==> src/rtl/gate_bist_if.sv <==
// Bus between a BIST host and the gate_bist_ctrl self-test controller.
// Carries the run request, the gate-under-test stimulus/response pair and
// the result flags. With GATE_BIST_FIRST_FAIL_EN defined, the first-failure
// report (first_fail_valid / first_fail_idx) is added to the bus.
interface gate_bist_if;
   logic       start;
   logic       y;
   logic       a;
   logic       b;
   logic       busy;
   logic       done;
   logic       pass;
   logic [3:0] fail_vec;
`ifdef GATE_BIST_FIRST_FAIL_EN
   logic       first_fail_valid;
   logic [1:0] first_fail_idx;

   // Host side: requests runs and returns the gate response.
   modport master (
      output start, y,
      input  a, b, busy, done, pass, fail_vec, first_fail_valid, first_fail_idx
   );

   // Controller side: drives stimulus and reports results.
   modport slave (
      input  start, y,
      output a, b, busy, done, pass, fail_vec, first_fail_valid, first_fail_idx
   );
`else
   // Host side: requests runs and returns the gate response.
   modport master (
      output start, y,
      input  a, b, busy, done, pass, fail_vec
   );

   // Controller side: drives stimulus and reports results.
   modport slave (
      input  start, y,
      output a, b, busy, done, pass, fail_vec
   );
`endif
endinterface

==> src/rtl/gate_bist_ctrl.sv <==
// Self-test controller for a 2-input combinational gate.
// Walks {a,b} = 00,01,10,11 into the gate, waits SETTLE_CYCLES per vector,
// samples y and records mismatches against TRUTH_TABLE in fail_vec.
// Optional feature macro: GATE_BIST_FIRST_FAIL_EN adds a first-failure
// report (valid flag plus vector index) that holds until the next start.
module gate_bist_ctrl #(
   parameter logic [3:0]  TRUTH_TABLE   = 4'b1000,
   parameter int unsigned SETTLE_CYCLES = 2
) (
   input logic        clk,
   input logic        rst_n,
   gate_bist_if.slave bist_if
);

   typedef enum logic [2:0] {
      S_IDLE,
      S_APPLY,
      S_SETTLE,
      S_SAMPLE,
      S_DONE
   } state_t;

   // Settle counter load value; SETTLE counts this down to zero.
   localparam logic [7:0] SETTLE_INIT = 8'(SETTLE_CYCLES - 1);

`ifndef SYNTHESIS
   // A zero settle window cannot be represented by the counter.
   initial begin
      if (SETTLE_CYCLES == 0)
         $error("gate_bist_ctrl: SETTLE_CYCLES must be in 1..255");
   end
`endif

   state_t     state_q, state_d;
   logic [1:0] idx_q, idx_d;
   logic [7:0] cnt_q, cnt_d;
   logic       a_q, a_d;
   logic       b_q, b_d;
   logic [3:0] fail_vec_q, fail_vec_d;
`ifdef GATE_BIST_FIRST_FAIL_EN
   logic       ff_valid_q, ff_valid_d;
   logic [1:0] ff_idx_q, ff_idx_d;
`endif

   // State register: any reset aborts the run and discards partial results.
   // NOTE: sequential state uses non-blocking (<=) so every register samples
   // pre-edge values; blocking here would create order-dependent races.
   always_ff @(posedge clk or negedge rst_n) begin
      if (!rst_n) begin
         state_q    <= S_IDLE;
         idx_q      <= '0;
         cnt_q      <= '0;
         a_q        <= 1'b0;
         b_q        <= 1'b0;
         fail_vec_q <= '0;
`ifdef GATE_BIST_FIRST_FAIL_EN
         ff_valid_q <= 1'b0;
         ff_idx_q   <= '0;
`endif
      end else begin
         state_q    <= state_d;
         idx_q      <= idx_d;
         cnt_q      <= cnt_d;
         a_q        <= a_d;
         b_q        <= b_d;
         fail_vec_q <= fail_vec_d;
`ifdef GATE_BIST_FIRST_FAIL_EN
         ff_valid_q <= ff_valid_d;
         ff_idx_q   <= ff_idx_d;
`endif
      end
   end

   // Next-state logic: sequences apply / settle / sample for each vector.
   always_comb begin
      // NOTE: every signal gets a hold-value default before the case, so no
      // path leaves a variable unassigned and no latch is inferred.
      state_d    = state_q;
      idx_d      = idx_q;
      cnt_d      = cnt_q;
      a_d        = a_q;
      b_d        = b_q;
      fail_vec_d = fail_vec_q;
`ifdef GATE_BIST_FIRST_FAIL_EN
      ff_valid_d = ff_valid_q;
      ff_idx_d   = ff_idx_q;
`endif

      case (state_q)
         S_IDLE, S_DONE: begin
            // a/b keep the last vector until the next APPLY.
            if (bist_if.start) begin
               state_d    = S_APPLY;
               idx_d      = '0;
               fail_vec_d = '0;
`ifdef GATE_BIST_FIRST_FAIL_EN
               ff_valid_d = 1'b0;
               ff_idx_d   = '0;
`endif
            end
         end
         S_APPLY: begin
            {a_d, b_d} = idx_q;
            cnt_d      = SETTLE_INIT;
            state_d    = S_SETTLE;
         end
         S_SETTLE: begin
            // y is ignored here, so glitches while settling are harmless.
            if (cnt_q == '0) state_d = S_SAMPLE;
            else             cnt_d   = cnt_q - 8'd1;
         end
         S_SAMPLE: begin
            if (bist_if.y != TRUTH_TABLE[idx_q]) begin
               fail_vec_d[idx_q] = 1'b1;
`ifdef GATE_BIST_FIRST_FAIL_EN
               if (!ff_valid_q) begin
                  ff_valid_d = 1'b1;
                  ff_idx_d   = idx_q;
               end
`endif
            end
            if (idx_q == 2'd3) begin
               state_d = S_DONE;
            end else begin
               idx_d   = idx_q + 2'd1;
               state_d = S_APPLY;
            end
         end
         default: state_d = S_IDLE;
      endcase
   end

   assign bist_if.a        = a_q;
   assign bist_if.b        = b_q;
   assign bist_if.busy     = (state_q == S_APPLY) || (state_q == S_SETTLE) ||
                             (state_q == S_SAMPLE);
   assign bist_if.done     = (state_q == S_DONE);
   assign bist_if.pass     = (state_q == S_DONE) && (fail_vec_q == '0);
   assign bist_if.fail_vec = fail_vec_q;
`ifdef GATE_BIST_FIRST_FAIL_EN
   assign bist_if.first_fail_valid = ff_valid_q;
   assign bist_if.first_fail_idx   = ff_idx_q;
`endif

endmodule

==> src/flat_wrapper.sv <==
// flat-port wrapper written by rule: the top's interface ports become plain ports
module gate_bist_ctrl_flat 
#(
   parameter logic [3:0]  TRUTH_TABLE   = 4'b1000,
   parameter int unsigned SETTLE_CYCLES = 2
)
  (clk, rst_n, bist_if_start, bist_if_y, bist_if_a, bist_if_b, bist_if_busy, bist_if_done, bist_if_pass, bist_if_fail_vec);
  gate_bist_if bist_if_i ();
  input logic clk;
  input logic rst_n;
  input wire logic [$bits(bist_if_i.start)-1:0] bist_if_start;
  input wire logic [$bits(bist_if_i.y)-1:0] bist_if_y;
  output wire logic [$bits(bist_if_i.a)-1:0] bist_if_a;
  output wire logic [$bits(bist_if_i.b)-1:0] bist_if_b;
  output wire logic [$bits(bist_if_i.busy)-1:0] bist_if_busy;
  output wire logic [$bits(bist_if_i.done)-1:0] bist_if_done;
  output wire logic [$bits(bist_if_i.pass)-1:0] bist_if_pass;
  output wire logic [$bits(bist_if_i.fail_vec)-1:0] bist_if_fail_vec;
  assign bist_if_i.start = bist_if_start;
  assign bist_if_i.y = bist_if_y;
  assign bist_if_a = bist_if_i.a;
  assign bist_if_b = bist_if_i.b;
  assign bist_if_busy = bist_if_i.busy;
  assign bist_if_done = bist_if_i.done;
  assign bist_if_pass = bist_if_i.pass;
  assign bist_if_fail_vec = bist_if_i.fail_vec;
  gate_bist_ctrl #(.TRUTH_TABLE(TRUTH_TABLE), .SETTLE_CYCLES(SETTLE_CYCLES)) u_core (.clk(clk), .rst_n(rst_n), .bist_if(bist_if_i));
endmodule
==> config.mk <==
export PLATFORM = sky130hd
export DESIGN_NAME = gate_bist_ctrl_flat
export DESIGN_NICKNAME = d
export VERILOG_FILES = /design/src/rtl/gate_bist_if.sv /design/src/rtl/gate_bist_ctrl.sv /design/src/flat_wrapper.sv
export SDC_FILE = /design/constraint.sdc
export NUM_CORES = 1
export LEC_CHECK = 0
export CAP_MARGIN = 20
export CORE_MARGIN = 2
export CORE_UTILIZATION = 50
export DETAILED_ROUTE_END_ITERATION = 12
export PLACE_DENSITY_LB_ADDON = 0.12
export SYNTH_ARGS = -nofsm -noshare
export SYNTH_HDL_FRONTEND = slang
export SYNTH_SLANG_ARGS = --single-unit
==> constraint.sdc <==
create_clock -name clk -period 3.5 [get_ports clk]
set_input_delay 1.05 -clock clk [delete_from_list [all_inputs] [get_ports clk]]
set_output_delay 1.05 -clock clk [all_outputs]
set_load 0.005 [all_outputs]
==> summary.txt, run 1 <==
Synth
  – Synth top area cells: dfrtp_1 (49%), ha_1 (6.5%), nand2_1 (4.7%)
  – Synth warn: 0
  – Avg Cell Area, Syn: 10.0 sq um
  – Async S/R FF share, synth: 100%
  – Sequential-to-total area share from yosys stat: 49.3%
  – Yosys reg bits: 19
  – Syn Inst Count: 96
  – Synth top area share: 49.3%
  – Synth Flop Type: dfrtp_1
  – Syn nets: 105
  – Yosys cell types: 25
  – Synth area leader: dfrtp_1
  – EDFF count, synth: 0
  – Post-Syn Area: 965 sq um

Clocking
  – Cts bufs inserted: 3
  – Clk_lat worst skew: 0.28 ns
  – Clk buf depth: 2
  – Clock H-tree levels: 1
  – Post-cts resize count: 0
  – Setup bufs post-CTS: 0
  – CTS tree: yes
  – CTS root buffer: clkbuf_4
  – Clock tree sinks: 19
  – CTS clock-pin slew for the worst setup and hold paths: 0.10 ns
  – Hold Buf Count CTS: 0

Route
  – Via/cell ratio: 5.62
  – # DRC: 0
  – DRT iter0 DRCs: 17
  – WL met2: 781 um
  – Met1 wire length: 927 um
  – DR WL met3: 91 um
  – Final wirelength: 1.82 mm
  – Uppermost routed layer: met4
  – Routed Antenna Nets: 0
  – WL/cell: 13.5 um
  – DRT Pass-1 Iters: 4
  – Via count: 759

Place
  – Post-DP HPWL: 1.38 mm
  – Worst slack, placed: 0.928 ns
  – IO buf count: 12
  – Placer Congestion: 0.747

Global routing
  – GRT Resource Usage Total: 17.8%
  – Largest net degree at the start of global routing: 20
  – Initial antenna violation count: 0
  – First-pass GRT wire length: 2.75 mm
  – Congestion Overflow GR: 0
  – Vias in the first global route: 588

Worst setup path
  – FF-to-FF path depth: 3
  – WP depth: 3
  – Crit path required time: 2.45 ns
  – Delay-heaviest family, CP: simple AND/OR/NAND/NOR gates
  – CP peak stage delay: 0.52 ns
  – Worst-path fanout max: 3
  – Crit-path slowest cell: or4_1
  – CP Data Arrival Time: 1.80 ns
  – Critical Path End Type: output port
  – Reg2reg end: u_core.cnt_q[7]
  – R2R Setup Slk: 1.78 ns
  – Worst R2R Start: u_core.cnt_q[5]
  – Worst Setup SP: u_core.bist_if.fail_vec[2]
  – Crit-path cells: or4_1, nor2_1, clkdlybuf4s50_1
  – Crit path launch type: flop
  – Buf/Inv on CP: 1
  – Critical path class: reg -> out

Min path
  – Hold depth: 2
  – Hold Crit Class: reg -> reg
  – Worst hold path endpoint: u_core.bist_if.b
  – Start point of the worst hold path: u_core.bist_if.b

Power
  – Pwr dens: 825 nW/um^2
  – Switch share: 38.8%
  – Clock power frac: 11.2%
  – Switch Pwr: 0.364 mW
  – Pleak: 0.515 nW
  – Internal power: 0.573 mW
  – Worst VDD drop: 0.494 mV
  – Logic gate share of total power: 46.9%
  – Sequential share of power: 41.9%

Timing
  – Fmax: 351 MHz
  – Max Clock Skew: 0.00248 ns
  – RSZ-0062 raised after global routing: false
  – Final hold violations: 0
  – Final TNS setup: 0 ns
  – Period utilization: 81.5%
  – Slew @ Worst Pin: 0.833 ns
  – Min Tclk post-route: 2.85 ns
  – Slew margin rel.: 44.3%
  – Final setup viols: 0
  – Slew Limit Fails: 0
  – Final worst setup slack: 0.648 ns

Floorplan
  – Num ports: 13
  – Core Area: 1760 sq um
  – Die height: 47.9 um
  – Die W: 47.9 um
  – Rows: 15
  – Die ar.: 2300 sq um
  – Initial Utilization: 54.7%

Final layout
  – Final #Nets: 120
  – Fillers: 156
  – Layout cells sized above 1: 9.09%
  – Area growth syn-to-layout: 17.6%
  – Antenna Cells: 0
  – Final Core Density: 64.3%

Status
  – Status: finished, final reports clean

Run
  – # Max-Cap Violations: 0
-- power by group through the flow --
stage	logic [mW]	registers [mW]	clock network (mW)
2_1_floorplan	0.302	0.378	0
3_3_place_gp	0.426	0.390	0
3_5_place_dp	0.439	0.396	0
4_1_cts	0.441	0.392	0.110
5_1_grt	0.482	0.405	0.121
6_report	0.439	0.393	0.105
-- through the flow --
| step | power (mW) | cell area, sq um | std cells | hold slack, ns |
|---|---|---|---|---|
| 6_report | 0.937 | 1130 | 135 | 0.518 |
| 4_1_cts | 0.943 | 1130 | 135 | 0.525 |
| 3_5_place_dp | 0.835 | 1110 | 131 | 0.485 |
| 2_1_floorplan | 0.679 | 965 | 96 | 0.473 |
| 3_3_place_gp | 0.815 | 1110 | 131 | 0.472 |
| 5_1_grt | 1.01 | 1130 | 135 | 0.548 |
-- Yosys cell counts (2+ instances only) --
| cell type | count |
|---|---|
| a21oi_1 | 3 |
| a22o_1 | 4 |
| clkbuf_1 | 2 |
| dfrtp_1 | 19 |
| ha_1 | 5 |
| inv_1 | 5 |
| mux2i_1 | 4 |
| nand2_1 | 12 |
| nand3_1 | 3 |
| nand3b_1 | 3 |
| nor2_1 | 11 |
| nor2b_1 | 2 |
| nor3b_2 | 2 |
| o211ai_1 | 2 |
| o21ai_0 | 7 |
| or3b_2 | 2 |
| or4_1 | 2 |
-- logic make-up after synthesis --
kind of cell,share of synthesized area [%]
buf+inv,2.72
compound gates,11.2
flops,49.3
simple gates,24.1
xor+xnor,0.908
mux,5.32
fa+ha+maj,6.49
-- layout by cell type (no fill, tap or decap) --
cell             netlist  layout
a22o_1                 4       4
dfrtp_1               19      19
or3b_2                 2       2
or4_4                  1       1
nor2b_1                2       2
nor3b_1                1       1
or2_2                  1       1
or4_1                  2       2
nor2_1                11      11
o31ai_1                1       1
xnor2_1                1       1
mux2i_1                4       4
nand3_1                3       3
nand3b_1               3       3
nor3_1                 1       1
nand2_1               12      12
a21oi_1                3       3
inv_1                  5       5
nand4b_1               1       1
mux2_2                 1       1
clkbuf_1               2       1
o211ai_1               2       2
ha_1                   5       5
clkdlybuf4s50_1        0      12
nor3b_2                2       2
o21ai_0                7       7
clkbuf_4               0       3
-- sequential cells by signal, summed over array words and instances (netlist names) --
signal,count
u_core.bist_if.a,1
u_core.bist_if.b,1
u_core.bist_if.fail_vec,4
u_core.cnt_q,8
u_core.idx_q,2
u_core.state_q,3
-- worst max path at each step --
stage | slack, ns | to
finish | 0.65 | bist_if_pass
global route | 0.56 | bist_if_pass
CTS | 0.63 | bist_if_pass
detailed placement | 0.93 | u_core.idx_q[0]
global placement | 0.93 | u_core.idx_q[0]
floorplan | 1.39 | u_core.idx_q[0]
-- metal layers --
layer | track usage (%) | vias up
met5 | 0 | -
met4 | 6.49 | 0
met3 | 4.91 | 2
met2 | 25.3 | 22
met1 | 25.8 | 373
li1 | - | 362
-- tightest hold or removal path: stages (launching register included) --
cell     delay [ns]
dfrtp_1        0.36
nand2_1        0.05
o21ai_0        0.07
-- final cells by class --
type / count / area, sq um / share of cell area, %
Sequential cell: 19 / 475 / 41.9
Tap cell: 25 / 31.3 / 2.76
Inverter: 5 / 18.8 / 1.65
Multi-Input combinational cell: 70 / 463 / 40.8
Clock buffer: 4 / 26.3 / 2.32
Timing Repair Buffer: 12 / 120 / 10.6
(Power assumes the default switching activity.)
==> inputs of run 2 (changes only) <==
--- a/config.mk
+++ b/config.mk
@@ -7,7 +7,7 @@
 export LEC_CHECK = 0
 export CAP_MARGIN = 20
 export CORE_MARGIN = 2
-export CORE_UTILIZATION = 50
+export CORE_UTILIZATION = 47
 export DETAILED_ROUTE_END_ITERATION = 12
 export PLACE_DENSITY_LB_ADDON = 0.12
 export SYNTH_ARGS = -nofsm -noshare
==> constraint.sdc (replaced) <==
create_clock -name clk -period 2.3 [get_ports clk]
set_input_delay 0.69 -clock clk [delete_from_list [all_inputs] [get_ports clk]]
set_output_delay 0.69 -clock clk [all_outputs]
set_load 0.005 [all_outputs]
==> run 2 against run 1 <==
Non-clock buffer count rose by 8. Wire length rose by 1.2%. Critical path depth rose by 1. Global-route usage down 1.4 points. Critical path type unchanged. Critical endpoint is now bist_if_done. Final area increased by 5.6%. Setup slack worse by 0.58 ns. Total power increased by 61%. Via count down 1.7%.
==> summary.txt, run 2 (synthesized netlist as in run 1, its figures left out) <==
Timing
  – Slew margin rel.: 66.5% (was 44.3%)
  – Max Clock Skew: 0.00316 ns (was 0.00248 ns)
  – Slew @ Worst Pin: 0.502 ns (was 0.833 ns)
  – Final TNS setup: 0 ns (unchanged)
  – Final worst setup slack: 0.0690 ns (was 0.648 ns)
  – Slew Limit Fails: 0 (unchanged)
  – Final setup viols: 0 (unchanged)
  – Final hold slack: 0.500 ns (was 0.518 ns)
  – Min Tclk post-route: 2.23 ns
  – Period utilization: 97.0%
  – Final hold violations: 0 (unchanged)
  – Fmax: 448 MHz

Clocking
  – Hold Buf Count CTS: 0 (unchanged)
  – CTS root buffer: clkbuf_4 (unchanged)
  – Clk_lat worst skew: 0.29 ns (was 0.28 ns)
  – Cts bufs inserted: 3 (unchanged)
  – Clock H-tree levels: 1 (unchanged)
  – Clk buf depth: 2 (unchanged)
  – CTS tree: yes (unchanged)
  – CTS clock-pin slew for the worst setup and hold paths: 0.11 ns (was 0.10 ns)
  – Clock tree sinks: 19 (unchanged)

Worst setup path
  – Crit path required time: 1.61 ns (was 2.45 ns)
  – R2R Setup Slk: 0.57 ns (was 1.78 ns)
  – Worst-path fanout max: 6 (was 3)
  – Critical Path End Type: output port (unchanged)
  – Worst Setup SP: u_core.state_q[0] (was u_core.bist_if.fail_vec[2])
  – CP Data Arrival Time: 1.54 ns (was 1.80 ns)
  – Crit path launch type: flop (unchanged)
  – Reg2reg end: u_core.cnt_q[1] (was u_core.cnt_q[7])
  – Worst R2R Start: u_core.cnt_q[0] (was u_core.cnt_q[5])
  – FF-to-FF path depth: 6 (was 3)
  – Critical path class: reg -> out (unchanged)

Min path
  – Hold depth: 2 (unchanged)
  – Start point of the worst hold path: u_core.bist_if.b (unchanged)
  – Hold Crit Class: reg -> reg (unchanged)
  – Worst hold path endpoint: u_core.bist_if.b (unchanged)

Power
  – Switch Pwr: 0.565 mW (was 0.364 mW)
  – Pwr dens: 1260 nW/um^2 (was 825 nW/um^2)
  – Internal power: 0.942 mW (was 0.573 mW)
  – Logic gate share of total power: 50.7% (was 46.9%)
  – Pwr Total: 1.51 mW (was 0.937 mW)
  – Switch share: 37.5% (was 38.8%)
  – Pleak: 0.557 nW (was 0.515 nW)
  – Sequential share of power: 38.2% (was 41.9%)
  – Worst VDD drop: 0.643 mV (was 0.494 mV)
  – Clock power frac: 11.2% (about the same)

Place
  – Placed cell areas: 1130 sq um (was 1110 sq um)
  – Placer Congestion: 0.856 (was 0.747)
  – Post-DP HPWL: 1.35 mm (was 1.38 mm)
  – Worst slack, placed: 0.117 ns (was 0.928 ns)
  – Placed Cells: 136 (was 131)
  – IO buf count: 12 (unchanged)

Final layout
  – Commonest cells after routing, fill and taps aside: dfrtp_1 (17), nand2_1 (12), nor2_1 (11), clkdlybuf4s50_1 (11), buf_4 (8) (was dfrtp_1 (19), nand2_1 (12), clkdlybuf4s50_1 (12))
  – Post-Layout Cell Count: 145 (was 135)
  – Layout cells sized above 1: 16.9% (was 9.09%)
  – Area growth syn-to-layout: 24.3% (was 17.6%)
  – Largest register FFs: 8 (unchanged)
  – Register with the most flip-flops: u_core.cnt_q (unchanged)
  – Design Area, Final: 1200 sq um (was 1130 sq um)
  – Final Core Density: 61.7% (was 64.3%)
  – Commonest non-fill, non-tap cell in the layout: dfrtp_1 (unchanged)
  – Antenna Cells: 0 (unchanged)
  – Final #Nets: 128 (was 120)

Global routing
  – GRT Resource Usage Total: 16.4% (was 17.8%)
  – GRT met3 Usage: 3.37% (was 4.91%)
  – Vias in the first global route: 718 (was 588)
  – Largest net degree at the start of global routing: 20 (unchanged)
  – GR Util met2: 26.1% (was 25.3%)
  – Met1 Track Usage GR: 23.3% (was 25.8%)
  – Initial antenna violation count: 0 (unchanged)
  – Congestion Overflow GR: 0 (unchanged)
  – Layer with the highest usage: met2 (was met1)
  – First-pass GRT wire length: 3.17 mm (was 2.75 mm)

Route
  – WL/cell: 12.7 um (was 13.5 um)
  – Final wirelength: 1.84 mm (was 1.82 mm)
  – Via count: 746 (was 759)
  – Routed Antenna Nets: 0 (unchanged)
  – # DRC: 0 (unchanged)
  – DRT iter0 DRCs: 15 (was 17)
  – Via/cell ratio: 5.14 (was 5.62)
  – DRT Pass-1 Iters: 4 (unchanged)

Floorplan
  – Die height: 49.3 um (was 47.9 um)
  – Core Area: 1940 sq um (was 1760 sq um)
  – Rows: 16 (was 15)
  – Initial Utilization: 49.7% (was 54.7%)
  – Die ar.: 2430 sq um (was 2300 sq um)
  – Num ports: 13 (unchanged)
  – Die W: 49.3 um (was 47.9 um)

Run
  – # Max-Cap Violations: 0 (unchanged)

Status
  – Status: finished, final reports clean (unchanged)
==> run 2: changes by cell type in the layout (fill, tap and decap cells not counted), sizes merged <==
cell and change:
dlygate4sd2 +1, clkdlybuf4s50 -1, buf +8
==> run 2: worst max path at each step <==
stage	endpoint	slack (ns)	cells after the start
after global placement	bist_if_pass	0.13	3
after detailed placement	bist_if_pass	0.12	3
after global routing	bist_if_done	-0.005	4
final	bist_if_done	0.07	4
after CTS	bist_if_done	0.0008	4
after floorplan	u_core.idx_q[0]	0.55	5
==> run 2: timing repair <==
item | CTS | global route
setup buffers | 2 | 3
endpoints found under the setup margin | 1 | 1
resized for setup | 1 | 2
==> run 2: power groups by stage <==
| stage | Clock (mW) | Sequential (mW) | Combinational, mW |
|---|---|---|---|
| after CTS | 0.177 | 0.590 | 0.713 |
| after global placement | 0 | 0.593 | 0.670 |
| final | 0.168 | 0.575 | 0.764 |
| after detailed placement | 0 | 0.601 | 0.688 |
| after floorplan | 0 | 0.574 | 0.459 |
| after global routing | 0.188 | 0.595 | 0.857 |
==> run 2: metal layers <==
metal  wire (um)  up-vias  share of wire [%]
met1         951      352                 52
met2         798       15                 43
li1            -      379                  -
met3          90        0                4.9
met4           0        0                  0
met5           0        -                  0
==> run 2: cell type report <==
class,count,area [sq um]
repair buffers,20,179
fillers,178,743
clock buffers,4,26.3
multi-input cells,70,463
inverters,5,18.8
well taps,27,33.8
flip-flops and latches,19,478
==> run 2: critical path, cell delays in order (launching register included) <==
cell	delay, ns
dfrtp_2	0.45
nor2_1	0.13
nand2_1	0.11
inv_1	0.07
clkdlybuf4s50_1	0.49
==> inputs of run 3 (changes only) <==
--- a/config.mk
+++ b/config.mk
@@ -13,3 +13,4 @@
 export SYNTH_ARGS = -nofsm -noshare
 export SYNTH_HDL_FRONTEND = slang
 export SYNTH_SLANG_ARGS = --single-unit
+export TNS_END_PERCENT = 30
==> results of run 3 <==
The final DEF is identical to that of run 2; final timing and power are the same.
